## config.mk

```make
export PLATFORM = sky130hd
export DESIGN_NAME = uart_tx
export DESIGN_NICKNAME = d
export VERILOG_FILES = /design/src/rtl/uart_pkg.sv /design/src/rtl/uart_baud_gen.sv /design/src/rtl/uart_tx.sv
export SDC_FILE = /design/constraint.sdc
export NUM_CORES = 1
export LEC_CHECK = 0
export BUFFER_PORTS_ARGS = -buffer_cell sky130_fd_sc_hd__buf_2
export CAP_MARGIN = 0
export CORE_MARGIN = 10
export CORE_UTILIZATION = 50
export CTS_CLUSTER_DIAMETER = 40
export DETAILED_ROUTE_END_ITERATION = 6
export HOLD_SLACK_MARGIN = 0.15
export PLACE_DENSITY = 0.72
export SETUP_SLACK_MARGIN = 0.1
export SLEW_MARGIN = 20
export SYNTH_ARGS = -nofsm -noshare
export SYNTH_HDL_FRONTEND = slang
export SYNTH_SLANG_ARGS = --single-unit
```

## constraint.sdc

```tcl
create_clock -name clk -period 2.1 [get_ports clk]
set_clock_uncertainty 0.15 [all_clocks]
set_input_delay 0.525 -clock clk [delete_from_list [all_inputs] [get_ports clk]]
set_output_delay 0.525 -clock clk [all_outputs]
set_load 0.02 [all_outputs]
```

## src/rtl/uart_pkg.sv

```systemverilog
// Shared UART definitions: data width, transmitter state encoding and
// helpers reused by both the transmitter and the receiver.
package uart_pkg;

  localparam int DATA_WIDTH = 8;

  // PARITY is always part of the encoding so both builds share one state type.
  typedef enum logic [2:0] {
    IDLE   = 3'd0,
    START  = 3'd1,
    DATA   = 3'd2,
    PARITY = 3'd3,
    STOP   = 3'd4
  } tx_state_e;

  function automatic int calc_clks_per_bit(input int clk_rate, input int baud_rate);
    return clk_rate / baud_rate;
  endfunction

  function automatic logic even_parity(input logic [DATA_WIDTH-1:0] bits);
    return ^bits;
  endfunction

endpackage

```

## src/rtl/uart_baud_gen.sv

```systemverilog
// Restartable baud counter: counts 0..CLKS_PER_BIT-1 and flags the last
// cycle of each bit period. A clear restarts the bit period from zero.
module uart_baud_gen #(
  parameter int CLKS_PER_BIT = 868
) (
  input  logic clk,
  input  logic nReset,
  input  logic clear,
  output logic tick
);

  localparam int CNT_W = (CLKS_PER_BIT > 1) ? $clog2(CLKS_PER_BIT) : 1;
  localparam logic [CNT_W-1:0] CNT_LAST = CNT_W'(CLKS_PER_BIT - 1);
  localparam logic [CNT_W-1:0] CNT_ZERO = CNT_W'(0);
  localparam logic [CNT_W-1:0] CNT_ONE  = CNT_W'(1);

  logic [CNT_W-1:0] cnt_q;
  logic [CNT_W-1:0] cnt_d;

  // Next count: restart on clear, wrap at the bit boundary, else increment.
  always_comb begin
    cnt_d = cnt_q;
    if (clear) begin
      cnt_d = CNT_ZERO;
    end else if (cnt_q == CNT_LAST) begin
      cnt_d = CNT_ZERO;
    end else begin
      cnt_d = cnt_q + CNT_ONE;
    end
  end

  // Counter register.
  always_ff @(posedge clk or negedge nReset) begin
    if (!nReset) begin
      cnt_q <= CNT_ZERO;
    end else begin
      cnt_q <= cnt_d;
    end
  end

  assign tick = (cnt_q == CNT_LAST);

endmodule

```

## src/rtl/uart_tx.sv

```systemverilog
// UART transmitter: start bit, 8 data bits LSB first, stop bit.
// Define UART_TX_PARITY_EN to insert an even-parity bit before the stop bit.
module uart_tx
  import uart_pkg::*;
#(
  parameter int CLK_RATE  = 100_000_000,
  parameter int BAUD_RATE = 115200
) (
  input  logic                  clk,
  input  logic                  nReset,
  input  logic [DATA_WIDTH-1:0] data,
  input  logic                  valid,
  output logic                  ready,
  output logic                  tx,
  output logic                  busy,
  output logic                  done
);

  localparam int CLKS_PER_BIT = calc_clks_per_bit(CLK_RATE, BAUD_RATE);

  if (CLKS_PER_BIT < 2) begin : g_rate_check
    $error("uart_tx: CLKS_PER_BIT must be at least 2");
  end

  tx_state_e             state_q;
  tx_state_e             state_d;
  logic [DATA_WIDTH-1:0] shift_q;
  logic [DATA_WIDTH-1:0] shift_d;
  logic [2:0]            bit_idx_q;
  logic [2:0]            bit_idx_d;
  logic                  tx_q;
  logic                  tx_d;
  logic                  done_q;
  logic                  done_d;
`ifdef UART_TX_PARITY_EN
  logic                  parity_q;
  logic                  parity_d;
`endif

  logic ready_s;
  logic handshake_s;
  logic tick_s;

  assign ready_s     = (state_q == IDLE);
  assign handshake_s = valid && ready_s;

  uart_baud_gen #(
    .CLKS_PER_BIT(CLKS_PER_BIT)
  ) u_baud_gen (
    .clk   (clk),
    .nReset(nReset),
    .clear (handshake_s),
    .tick  (tick_s)
  );

  // Frame sequencing; tx_d is the line level for the state being entered,
  // so the registered tx changes on the same edge as the state.
  always_comb begin
    state_d   = state_q;
    shift_d   = shift_q;
    bit_idx_d = bit_idx_q;
    tx_d      = tx_q;
    done_d    = 1'b0;
`ifdef UART_TX_PARITY_EN
    parity_d  = parity_q;
`endif
    case (state_q)
      IDLE: begin
        if (handshake_s) begin
          state_d = START;
          shift_d = data;
          tx_d    = 1'b0;
`ifdef UART_TX_PARITY_EN
          parity_d = even_parity(data);
`endif
        end else begin
          state_d = IDLE;
          tx_d    = 1'b1;
        end
      end
      START: begin
        if (tick_s) begin
          state_d = DATA;
          tx_d    = shift_q[0];
          shift_d = {1'b0, shift_q[DATA_WIDTH-1:1]};
        end else begin
          state_d = START;
        end
      end
      DATA: begin
        if (tick_s) begin
          bit_idx_d = bit_idx_q + 3'd1;
          if (bit_idx_q == 3'd7) begin
`ifdef UART_TX_PARITY_EN
            state_d = PARITY;
            tx_d    = parity_q;
`else
            state_d = STOP;
            tx_d    = 1'b1;
`endif
          end else begin
            state_d = DATA;
            tx_d    = shift_q[0];
            shift_d = {1'b0, shift_q[DATA_WIDTH-1:1]};
          end
        end else begin
          state_d = DATA;
        end
      end
`ifdef UART_TX_PARITY_EN
      PARITY: begin
        if (tick_s) begin
          state_d = STOP;
          tx_d    = 1'b1;
        end else begin
          state_d = PARITY;
        end
      end
`endif
      STOP: begin
        if (tick_s) begin
          state_d = IDLE;
          tx_d    = 1'b1;
          done_d  = 1'b1;
        end else begin
          state_d = STOP;
        end
      end
      default: begin
        state_d   = IDLE;
        bit_idx_d = 3'd0;
        tx_d      = 1'b1;
      end
    endcase
  end

  // State and datapath registers; reset aborts any frame in flight.
  always_ff @(posedge clk or negedge nReset) begin
    if (!nReset) begin
      state_q   <= IDLE;
      shift_q   <= {DATA_WIDTH{1'b0}};
      bit_idx_q <= 3'd0;
      tx_q      <= 1'b1;
      done_q    <= 1'b0;
`ifdef UART_TX_PARITY_EN
      parity_q  <= 1'b0;
`endif
    end else begin
      state_q   <= state_d;
      shift_q   <= shift_d;
      bit_idx_q <= bit_idx_d;
      tx_q      <= tx_d;
      done_q    <= done_d;
`ifdef UART_TX_PARITY_EN
      parity_q  <= parity_d;
`endif
    end
  end

  assign ready = ready_s;
  assign busy  = ~ready_s;
  assign tx    = tx_q;
  assign done  = done_q;

endmodule
```

==> flow_metrics.py <==
metrics = {
    "outcome": {
        "status": "completed",
    },
    "logic_synthesis": {
        "netlist_area_sq_um": 1359,
        "syn_nets": 138,
        "synth_most_common_cell": "dfrtp_1",
        "synth_sequential_area_ratio": 0.4797,
        "yosys_warnings": 0,
        "synth_edf_count": 0,
        "syn_inst": 124,
        "avgSynthCellArea_sq_um": 10.96,
        "synth_ff_type": "dfrtp_1",
        "yosysTopAreaCell": "dfrtp_1",
        "synth.top_cell.area_share": 0.4604,
        "synth_common_cells": "25 x dfrtp_1, 16 x nor2_1, 12 x mux2_2",
        "synth_area_leaders": "dfrtp_1 46%, mux2_2 9.9%, nor2_1 4.4%, ha_1 2.8%, xnor2_1 2.6%",
        "async_flop_share": 1.000,
        "ys_seq_elements": 26,
        "synth_cell_types": 38,
    },
    "power": {
        "p_per_area_nw_per_um2": 759.8,
        "power_w": 0.001307,
        "ir_drop_uv": 605.5,
        "p_leak_nw": 0.8001,
    },
    "die": {
        "core_sq_um": 2545,
        "die_w_um": 72.13,
        "rows": 18,
        "start_util": 0.5339,
        "dieHeight_um": 72.13,
        "die_area_sq_um": 5203,
        "io-pin-count": 15,
    },
    "clock_tree": {
        "clockBufferDepth": 2,
        "htreeDepth": 1,
        "worstSkewPairLatency_ns": 0.32,
        "cts_inserted_buffers": 3,
        "root_buffer": "clkbuf_4",
        "cts_tree": "done",
        "clock-sinks": 26,
        "clk_pin_slew_ns": 0.15,
    },
    "placement": {
        "dp.final_hpwl_um": 2100,
        "dp_slack_ns": -0.01847,
        "dpl_cell_area_sq_um": 1520,
        "io_buffers": 14,
        "gp_congestion": 0.7922,
    },
    "sta": {
        "max_slew_margin": 0.6034,
        "worstMarginPinSlew_ns": 0.5948,
        "hold_ws_ns": 0.2568,
        "slew_viol_final": 0,
        "fin_ws_ns": 0.1080,
        "finalHoldViolCount": 0,
        "grt_setup_unrepaired": "true",
        "fmax_mhz": 502.0,
        "period_share": 0.9486,
        "layout_min_cycle_time_ns": 1.992,
        "setup_viol": 0,
        "final.setup.tns_ns": 0,
    },
    "route": {
        "top_layer": "met4",
        "drt-total-wl_um": 3055,
        "wl_per_cell_um": 16.42,
        "drt_pass1_iterations": 4,
        "route.met2.wl_um": 1557,
        "remaining_drc_errors": 0,
        "via_per_inst": 5.629,
        "wl_met1_um": 1344,
        "ant_nets": 0,
        "num_vias": 1047,
        "wl_met3_um": 115,
        "drt-initial-drc-count": 61,
    },
    "setup_path": {
        "cp-start-kind": "flip-flop",
        "arrival_ns": 2.07,
        "critPathMaxFanout": 7,
        "end_kind": "flip-flop",
        "critPathKind": "flip-flop to flip-flop",
        "cp.required_ns": 2.18,
    },
    "grt": {
        "grt_first_pass_wirelength_um": 4968,
        "grt_overflow_total": 0,
        "track_usage": 0.1143,
        "grt_max_degree": 27,
        "antenna_found_initial": 0,
        "grt_pass1_vias": 1070,
    },
    "cells_and_area": {
        "nNetsFinal": 171,
        "antenna_cells": 0,
        "area_delta_synth_final_pct": 26.61,
        "fillerInstances": 211,
        "design_area_sq_um": 1720,
        "drive_above_1_share": 0.3910,
    },
    "job": {
        "maxCapViolations": 0,
    },
    "min_path": {
        "worstHoldPathType": "input port to flip-flop",
    },
}
[worst max-delay path: stages (launching register included)]
cell and delay [ns]:
dfrtp_1 0.41, ha_2 0.20, ha_4 0.16, or3_4 0.34
a22oi_4 0.21, buf_12 0.15, mux2_4 0.29
[cell usage in the layout (no fill, tap or decap), drive strengths merged, types with 3 or more instances in the layout]
| cell | synthesis | final |
|---|---|---|
| mux2 | 12 | 12 |
| buf | 2 | 31 |
| dfrtp | 25 | 25 |
| nor3 | 3 | 3 |
| xnor2 | 4 | 4 |
| inv | 5 | 5 |
| xor2 | 4 | 4 |
| o21ai | 4 | 4 |
| clkbuf | 2 | 3 |
| a21oi | 3 | 3 |
| nand2 | 6 | 6 |
| a32o | 3 | 3 |
| nor2 | 16 | 16 |
| ha | 3 | 3 |
| nand3 | 4 | 4 |
[sequential cells by signal (all words and copies together) (netlist names)]
signal and flops:
bit_idx_q 3, shift_q 8, done 1, state_q 3
u_baud_gen.cnt_q 10, tx 1
[cell type report]
class	instances	area, sq um	share of cell area
Sequential cell	26	654.4	0.3804
Tap cell	30	37.54	0.02182
Inverter	5	18.77	0.01091
Clock buffer	3	22.52	0.01309
Clock inverter	1	30.03	0.01745
Multi-Input combinational cell	89	720.7	0.4189
Timing Repair Buffer	32	236.5	0.1375
[final timing paths]
check / from / endpoint / slack (ns) / depth (start not counted)
worst min-delay path: data[7] / shift_q[7] / 0.26 / 3
worst max-delay path: bit_idx_q[1] / shift_q[6] / 0.11 / 6
max in group asynchronous: nReset / state_q[2] / 0.79 / 2
worst max register to register: bit_idx_q[1] / shift_q[6] / 0.11 / 6
worst min register to register: u_baud_gen.cnt_q[0] / u_baud_gen.cnt_q[0] / 0.34 / 1
min in group asynchronous: nReset / shift_q[0] / 0.57 / 2
[metrics by stage]
step                      cells  utilization
final                       186       0.6760
after global routing        186       0.6760
after CTS                   184       0.6622
after detailed placement    170       0.5973
after global placement      170       0.5973
after floorplan             124            -
[metal layers]
layer  global-route usage  up-vias
met2               0.1992       16
met3              0.02585        4
met5                    0        -
met4              0.03226        0
met1               0.1363      519
li1                     -      508
[power by group]
group	switching (W)	internal, W	total (W)
sequential	0.0000974	0.000597	0.000695
combinational	0.000127	0.000149	0.000276
clock	0.000143	0.000193	0.000336
[repair_timing]
action | CTS | global route
resized for setup | 6 | 5
setup endpoints to repair | 8 | 21
hold endpoints to repair | 25 | 0
hold buffers | 1 | 0
setup buffers | 9 | 2
pin swaps | 2 | 1
[kinds of logic (layout without fill, tap and decap cells)]
group,after synthesis,in the layout,share of synthesized area
XOR/XNOR,8,8,0.05156
AO/OA/AOI/OAI,18,18,0.1087
flip-flops,26,26,0.4797
buffers and inverters,9,41,0.03131
AND/OR/NAND/NOR,46,46,0.1869
adder cells (fa/ha/maj),3,3,0.02763
multiplexers,14,14,0.1142
(Power assumes the default switching activity.)
